### src/rtl/fetch_queue.sv
// Instruction fetch queue: predecodes each fetched word to steer fq_pc and buffers DEPTH entries for the decoder.
// Head entry is visible combinationally; fetch requests stop while full, and rdy=0 freezes all state.
module fetch_queue #(
  parameter int unsigned            XLEN     = 32,
  parameter int unsigned            DEPTH    = 4,
  parameter logic [XLEN-1:0]        RESET_PC = '0
) (
  input  logic                          clk,
  input  logic                          rst,
  input  logic                          rdy,
  input  logic                          flush,
  input  logic [XLEN-1:0]               rob_correct_pc,
  input  logic                          bp_pred,
  input  logic                          icache_ready,
  input  logic [XLEN-1:0]               icache_inst,
  input  logic                          mem_inst_ready,
  input  logic [XLEN-1:0]               mem_inst,
  output logic                          fq_icache_enable,
  output logic [XLEN-1:0]               fq_pc,
  input  logic                          dec_accept,
  output logic                          fq_valid,
  output logic [XLEN-1:0]               fq_inst,
  output logic [XLEN-1:0]               fq_inst_addr,
  output logic                          fq_jump_pred,
  output logic [$clog2(DEPTH):0]        fq_count
);
  localparam int unsigned AW = $clog2(DEPTH);
  localparam int unsigned CW = AW + 1;

  logic [XLEN-1:0] r_inst [DEPTH];
  logic [XLEN-1:0] r_addr [DEPTH];
  logic            r_pred [DEPTH];
  logic [AW-1:0]   r_head;
  logic [AW-1:0]   r_tail;
  logic [CW-1:0]   r_count;
  logic [XLEN-1:0] r_pc;
  logic            r_started;

  logic            w_enable;
  logic            w_enq;
  logic            w_deq;
  logic [XLEN-1:0] w_word;
  logic [XLEN-1:0] w_imm_j;
  logic [XLEN-1:0] w_imm_b;
  logic [XLEN-1:0] w_imm_cj;
  logic [XLEN-1:0] w_imm_cb;
  logic [XLEN-1:0] w_next_pc;
  logic            w_pred;

  // Enable already excludes the full case, so a dequeue never makes room for a same-cycle enqueue.
  assign w_enable = r_started & (r_count != CW'(DEPTH));
  assign w_enq    = w_enable & (icache_ready | mem_inst_ready);
  assign w_deq    = (r_count != '0) & dec_accept;
  assign w_word   = icache_ready ? icache_inst : mem_inst;

  assign w_imm_j  = {{(XLEN-21){w_word[31]}}, w_word[31], w_word[19:12], w_word[20], w_word[30:21], 1'b0};
  assign w_imm_b  = {{(XLEN-13){w_word[31]}}, w_word[31], w_word[7], w_word[30:25], w_word[11:8], 1'b0};
  assign w_imm_cj = {{(XLEN-12){w_word[12]}}, w_word[12], w_word[8], w_word[10:9], w_word[6],
                     w_word[7], w_word[2], w_word[11], w_word[5:3], 1'b0};
  assign w_imm_cb = {{(XLEN-9){w_word[12]}}, w_word[12], w_word[6:5], w_word[2], w_word[11:10],
                     w_word[4:3], 1'b0};

  always_comb begin
    w_next_pc = r_pc + XLEN'(2);
    w_pred    = 1'b0;
    if (w_word[1:0] == 2'b11) begin
      w_next_pc = r_pc + XLEN'(4);
      if (w_word[6:0] == 7'b1101111) begin
        w_next_pc = r_pc + w_imm_j;
        w_pred    = 1'b1;
      end else if (w_word[6:0] == 7'b1100011) begin
        w_pred = bp_pred;
        if (bp_pred) w_next_pc = r_pc + w_imm_b;
      end
    end else if (w_word[1:0] == 2'b01 && w_word[14:13] == 2'b01) begin
      w_next_pc = r_pc + w_imm_cj;
      w_pred    = 1'b1;
    end else if (w_word[1:0] == 2'b01 && w_word[15:14] == 2'b11) begin
      w_pred = bp_pred;
      if (bp_pred) w_next_pc = r_pc + w_imm_cb;
    end
  end

  always_ff @(posedge clk) begin
    if (rst) begin
      r_head    <= '0;
      r_tail    <= '0;
      r_count   <= '0;
      r_pc      <= RESET_PC;
      r_started <= 1'b0;
      for (int i = 0; i < int'(DEPTH); i++) begin
        r_inst[i] <= '0;
        r_addr[i] <= '0;
        r_pred[i] <= 1'b0;
      end
    end else if (rdy) begin
      r_started <= 1'b1;
      if (flush) begin
        r_head  <= '0;
        r_tail  <= '0;
        r_count <= '0;
        r_pc    <= rob_correct_pc;
      end else begin
        if (w_enq) begin
          r_inst[r_tail] <= w_word;
          r_addr[r_tail] <= r_pc;
          r_pred[r_tail] <= w_pred;
          r_tail         <= r_tail + AW'(1);
          r_pc           <= w_next_pc;
        end
        if (w_deq) r_head <= r_head + AW'(1);
        r_count <= r_count + CW'(w_enq) - CW'(w_deq);
      end
    end
  end

  assign fq_icache_enable = w_enable;
  assign fq_pc            = r_pc;
  assign fq_valid         = (r_count != '0);
  assign fq_inst          = r_inst[r_head];
  assign fq_inst_addr     = r_addr[r_head];
  assign fq_jump_pred     = r_pred[r_head];
  assign fq_count         = r_count;

endmodule
### config.mk
export PLATFORM = sky130hd
export DESIGN_NAME = fetch_queue
export DESIGN_NICKNAME = d
export VERILOG_FILES = /design/src/rtl/fetch_queue.sv
export SDC_FILE = /design/constraint.sdc
export NUM_CORES = 1
export LEC_CHECK = 0
export CORE_UTILIZATION = 45
export DETAILED_ROUTE_END_ITERATION = 8
export GPL_ROUTABILITY_DRIVEN = 0
export PLACE_DENSITY = 0.73
export SYNTH_ARGS = -nofsm -noshare
export SYNTH_HDL_FRONTEND = slang
export SYNTH_SLANG_ARGS = --single-unit
### constraint.sdc
create_clock -name clk -period 6.4 [get_ports clk]
set_input_delay 0.96 -clock clk [delete_from_list [all_inputs] [get_ports clk]]
set_output_delay 0.96 -clock clk [all_outputs]
set_load 0.01 [all_outputs]
Word-level counts from Yosys, hierarchy flattened

Memory sizes are Yosys's and may differ from the RTL's. A register that Yosys moved wholly into a read port is not among the register bits.
Index checks and enable logic that the tools add are counted.

Add/subtract/negate cells: 10
Equal/unequal tests: 7
Multiplexer cells: 42
Bitwise operators: 4
Reductions and logical operators: 10

Operators by type and width:

| operator                                                        | number |
|---|---|
| 32-bit two-way mux                                              | 12 |
| 32-bit adder                                                    | 4 |
| 32-bit OR reduction                                             | 2 |
| 32-bit by 2-bit adder with 32-bit output, second input constant | 1 |
| 32-bit by 3-bit adder with 32-bit output, second input constant | 1 |
| 2-bit two-way mux                                               | 13 |
| 1-bit two-way mux                                               | 16 |
| 7-bit == test, second input constant                            | 2 |
| 2-bit by 1-bit adder with 2-bit output, second input constant   | 2 |
| 2-bit by 1-bit == test with 1-bit output, second input constant | 2 |
| 2-bit == test, second input constant                            | 2 |
| 2-bit AND reduction                                             | 2 |
| 2-bit nonzero test                                              | 2 |
| 3-bit by 1-bit adder with 3-bit output                          | 1 |
| 1-bit bitwise AND                                               | 3 |
| 3-bit two-way mux                                               | 1 |
| 3-bit != test, second input constant                            | 1 |
| 3-bit nonzero test                                              | 1 |
| 3-bit by 1-bit subtractor with 3-bit output                     | 1 |
| 1-bit logical AND                                               | 2 |
| 1-bit OR                                                        | 1 |
| 1-bit OR reduction                                              | 1 |

Bits in registers: 40
RAM bits: 260
Word-level logic and storage cells: 81
Memories kept: 3

Memories:

| name   | words | width | rd ports | clocked after Yosys merged registers in | wr ports | line | text |
|---|---|---|---|---|---|---|---|
| r_addr | 4     | 32    | 1        | 1                                       | 4        | 31   | `logic [XLEN-1:0] r_addr [DEPTH];` |
| r_inst | 4     | 32    | 1        | 1                                       | 4        | 30   | `logic [XLEN-1:0] r_inst [DEPTH];` |
| r_pred | 4     | 1     | 1        | 1                                       | 4        | 32   | `logic r_pred [DEPTH];` |

Depth between registers and ports, before layout

Depth in word-level cells: 10
Gate-level depth with buffers: 18
Depth with buffers taken out: 14

Worst setup path after synthesis

Ideal clock, no wire load.

Kind: in2reg
Start point: input icache_ready
End point: memory r_addr[0][0], enable pin
Library setup time: 0.578 ns
Data arrival time: 6.267 ns
Data required time: 5.822 ns
Slack: -0.444 ns
Stages: 5
Buffers on the path: 1
Cells stage by stage: buf_4 nor2_1 nor3_2 nand3_1 o21ai_0

RTL lines:

| what        | line | text |
|---|---|---|
| from (decl) | 14   | `input logic icache_ready,` |
| to (decl)   | 31   |  |

Worst setup path after layout

Start point: input icache_ready
End point: register r_pc[31], in the netlist fq_pc[31]

Longest elaborated chain between the ends: 8
Elaborated cells on any way between the ends: 26
Those cells by class: add/sub (4); eq/ne (6); mux (10); bitwise (2); reduce/logical (4)

Ends and longest elaborated chain:

| what                                         | line   | text |
|---|---|---|
| 32-bit two-way mux                           | 54     | `assign w_word = icache_ready ? icache_inst : mem_inst;` |
| 32-bit adder (tied with other cells)         | 80     | `if (bp_pred) w_next_pc = r_pc + w_imm_cb;` |
| 32-bit two-way mux (tied with other cells)   | 80     |  |
| 32-bit two-way mux, on equally long branches | 78, 71 |  |
| 32-bit two-way mux, on equally long branches | 75, 68 |  |
| 32-bit two-way mux                           | 66     | `if (w_word[1:0] == 2'b11) begin` |
| 32-bit two-way mux                           | 104    | `if (w_enq) begin` |
| 32-bit two-way mux                           | 98     | `if (flush) begin` |
| to (signal assigned)                         | 102    | `r_pc <= rob_correct_pc;` |
| to (signal assigned)                         | 109    | `r_pc <= w_next_pc;` |
| to (decl)                                    | 36     | `logic [XLEN-1:0] r_pc;` |

Parallel ways exist; a longest one is shown, timed or not. The select of a mux whose other input is x is not followed.
A chain may end at the register's enable or synchronous reset.

==> results.yml <==
global_routing:
  grt_pass1_vias: 17800
  grt_pass1_wl_um: 107900
  antenna_found_initial: 1
  grt.overflow.total: 0
  grt_use_total: 0.3015
  grt_max_degree: 66
timing:
  hold_ws_ns: 0.4786
  finalSetupViolCount: 0
  tightestPinTransition_ns: 1.182
  rsz0062_at_grt: "false"
  period_share: 0.8178
  fin_skew_ns: 0.03211
  finalSetupTns_ns: 0
  drv_slew: 0
  max_freq_mhz: 191.1
  slew_headroom: 0.2039
  finalHoldViolations: 0
  min_period_ns: 5.234
synth:
  synth_fp_nets: 2284
  async_reset_ff_frac: 0
  synth_area_leader_cell: "edfxtp_1"
  yosysSeqAreaShare: 0.4147
  synth_cell_types: 103
  synth_ff_type: "edfxtp_1"
  syn_area_um2: 20850
  yosys.area.top_type_share: 0.3744
  syn_inst: 2095
  avgSynthCellArea_um2: 9.953
  synth_edf_count: 260
  synth_seq_cells: 302
  synth_area_leaders: "edfxtp_1 37%, mux4_2 7.0%, nor2_1 5.0%"
  yosysWarnings: 0
floorplanning:
  initial_core_util: 0.4575
  die-width_um: 217.3
  ioPinCount: 206
  core-area_um2: 45580
  num_rows: 78
  die_area_um2: 47200
  die_h_um: 217.3
worst_setup_path:
  crit_type: "input port to flop"
  cp_max_fo: 24
  crit_required_ns: 6.84
  cp_data_arrival_time_ns: 5.67
  endpoint_kind: "flop"
  critPathLaunchType: "input port"
  cp-startpoint: "icache_ready"
  r2r_start: "fq_pc[1]$_SDFFE_PP0P_"
clocking:
  cts_resized: 0
  cts_buffer_depth: 3
  post_cts_buffers: 0
  clock_latency_ns: 0.56
  cts_inserted_buffers: 34
  cts_tree: "built"
  path_clk_slew_ns: 0.07
  cts_sinks: 302
  htreeDepth: 2
  cts_hold_buf: 0
  clock-root-buffer: "clkbuf_16"
drt:
  drt_iter0_drc: 2409
  routed_via_density: 6.547
  drt-wirelength-per-cell_um: 25.48
  antenna_left: 0
  dr.pass1.iters: 6
  drc: 0
  vias: 18650
  routed_wl_um: 72560
worst_hold_path:
  hp-start: "r_started$_SDFFE_PP0P_"
  hp-class: "flop to flop"
layout:
  final_common_cell: "nor2_1"
  fin_nets: 2409
  final_cell_mix: "278 x nor2_1, 260 x edfxtp_1, 204 x clkdlybuf4s50_1"
  syn2layout_area_growth_pct: 17.27
  drive_gt1_frac: 0.09840
placed_design:
  io_buffer_count: 205
  dpl.hpwl_um: 51230
power:
  peakVddDrop_mv: 0.1780
  powerDensity_nw_per_um2: 229.2
  power_leakage_nw: 9.240
  power_mw: 5.604
status:
  outcome: "finished clean"
flow_run:
  max-cap-violations: 0
==> final timing paths <==
path	to	slack [ns]	depth (start not counted)
max	fq_pc[31]$_SDFFE_PP0P_	1.17	14
min	r_started$_SDFFE_PP0P_	0.48	2
max reg2reg	fq_pc[25]$_SDFFE_PP0P_	2.45	13
min reg2reg	r_started$_SDFFE_PP0P_	0.48	2
==> metal layers <==
layer / wire length, µm / global-route usage
met1: 27500 / 0.3980
met2: 33100 / 0.4710
met3: 8584 / 0.07268
met4: 3375 / 0.1308
met5: 0 / 0
==> logic make-up (layout without fill, tap and decap cells) <==
group	Yosys count	after routing	share of synthesized area
AOI/OAI and AO/OA	552	552	0.1823
DFF	302	302	0.4147
and+or+nand+nor	728	728	0.1718
buffers and inverters	219	370	0.04482
xor gates and xnor gates	107	107	0.04494
other	0	2	0
adders and majority gates	85	85	0.05244
muxes	102	102	0.08892
==> cells in the mapped netlist (17+ instances only) <==
cell      count
nand3_1      50
dfxtp_1      42
and2_1       87
a21oi_1     117
o21a_1       28
ha_1         81
o21ai_0      90
mux2i_1      34
a211oi_1     35
inv_1        60
xnor2_1      55
nor2_1      280
nand4_1      23
nor3_1       38
xor2_1       52
nand2_1     123
o22ai_1      18
buf_2        49
o21ai_1      21
mux4_2       65
buf_1        19
a221oi_1     21
o221ai_1     17
edfxtp_1    260
and3_1       42
a21o_1       42
clkbuf_1     75
==> per-stage QoR <==
stage	worst slack [ns]	instances	instance area [µm²]	util
CTS	1.362	2846	24450	0.5364
finish	1.166	2848	24450	0.5365
global placement	0.9204	2784	23330	0.5120
detailed placement	0.8136	2784	23330	0.5120
floorplan	1.315	2095	20850	-
global route	1.012	2847	24450	0.5365
==> state kept, by name (all words and copies together), names as in the netlist, named ones only <==
signal,flops
r_head,2
r_addr,128
r_pred,4
fq_pc,32
fq_count,3
r_inst,128
r_started,1
r_tail,2
==> critical path: stages <==
cell      delay, ns
buf_2          0.52
mux2i_2        0.30
buf_4          0.23
inv_1          0.47
ha_1           0.63
a21oi_1        0.32
o21ai_0        0.22
a221oi_1       0.55
a2111o_1       0.32
nand2_1        0.10
a311oi_1       0.55
a21oi_1        0.15
a311oi_1       0.27
a211oi_1       0.07
==> where the power goes <==
group / total [mW] / switching (mW) / internal, mW
registers: 2.32 / 0.101 / 2.22
logic: 1.30 / 0.789 / 0.510
clock network: 1.99 / 0.816 / 1.17
==> cell type report <==
type / count / area, µm²
sequential: 302 / 8653
fill: 3989 / 21120
multi-input combinational: 1574 / 11320
timing repair buffer: 246 / 2380
tap: 600 / 750.7
clock inverter: 18 / 205.2
clock buffer: 44 / 909.6
inverter: 62 / 232.7
antenna: 2 / 5.005
(Power assumes the default switching activity.)
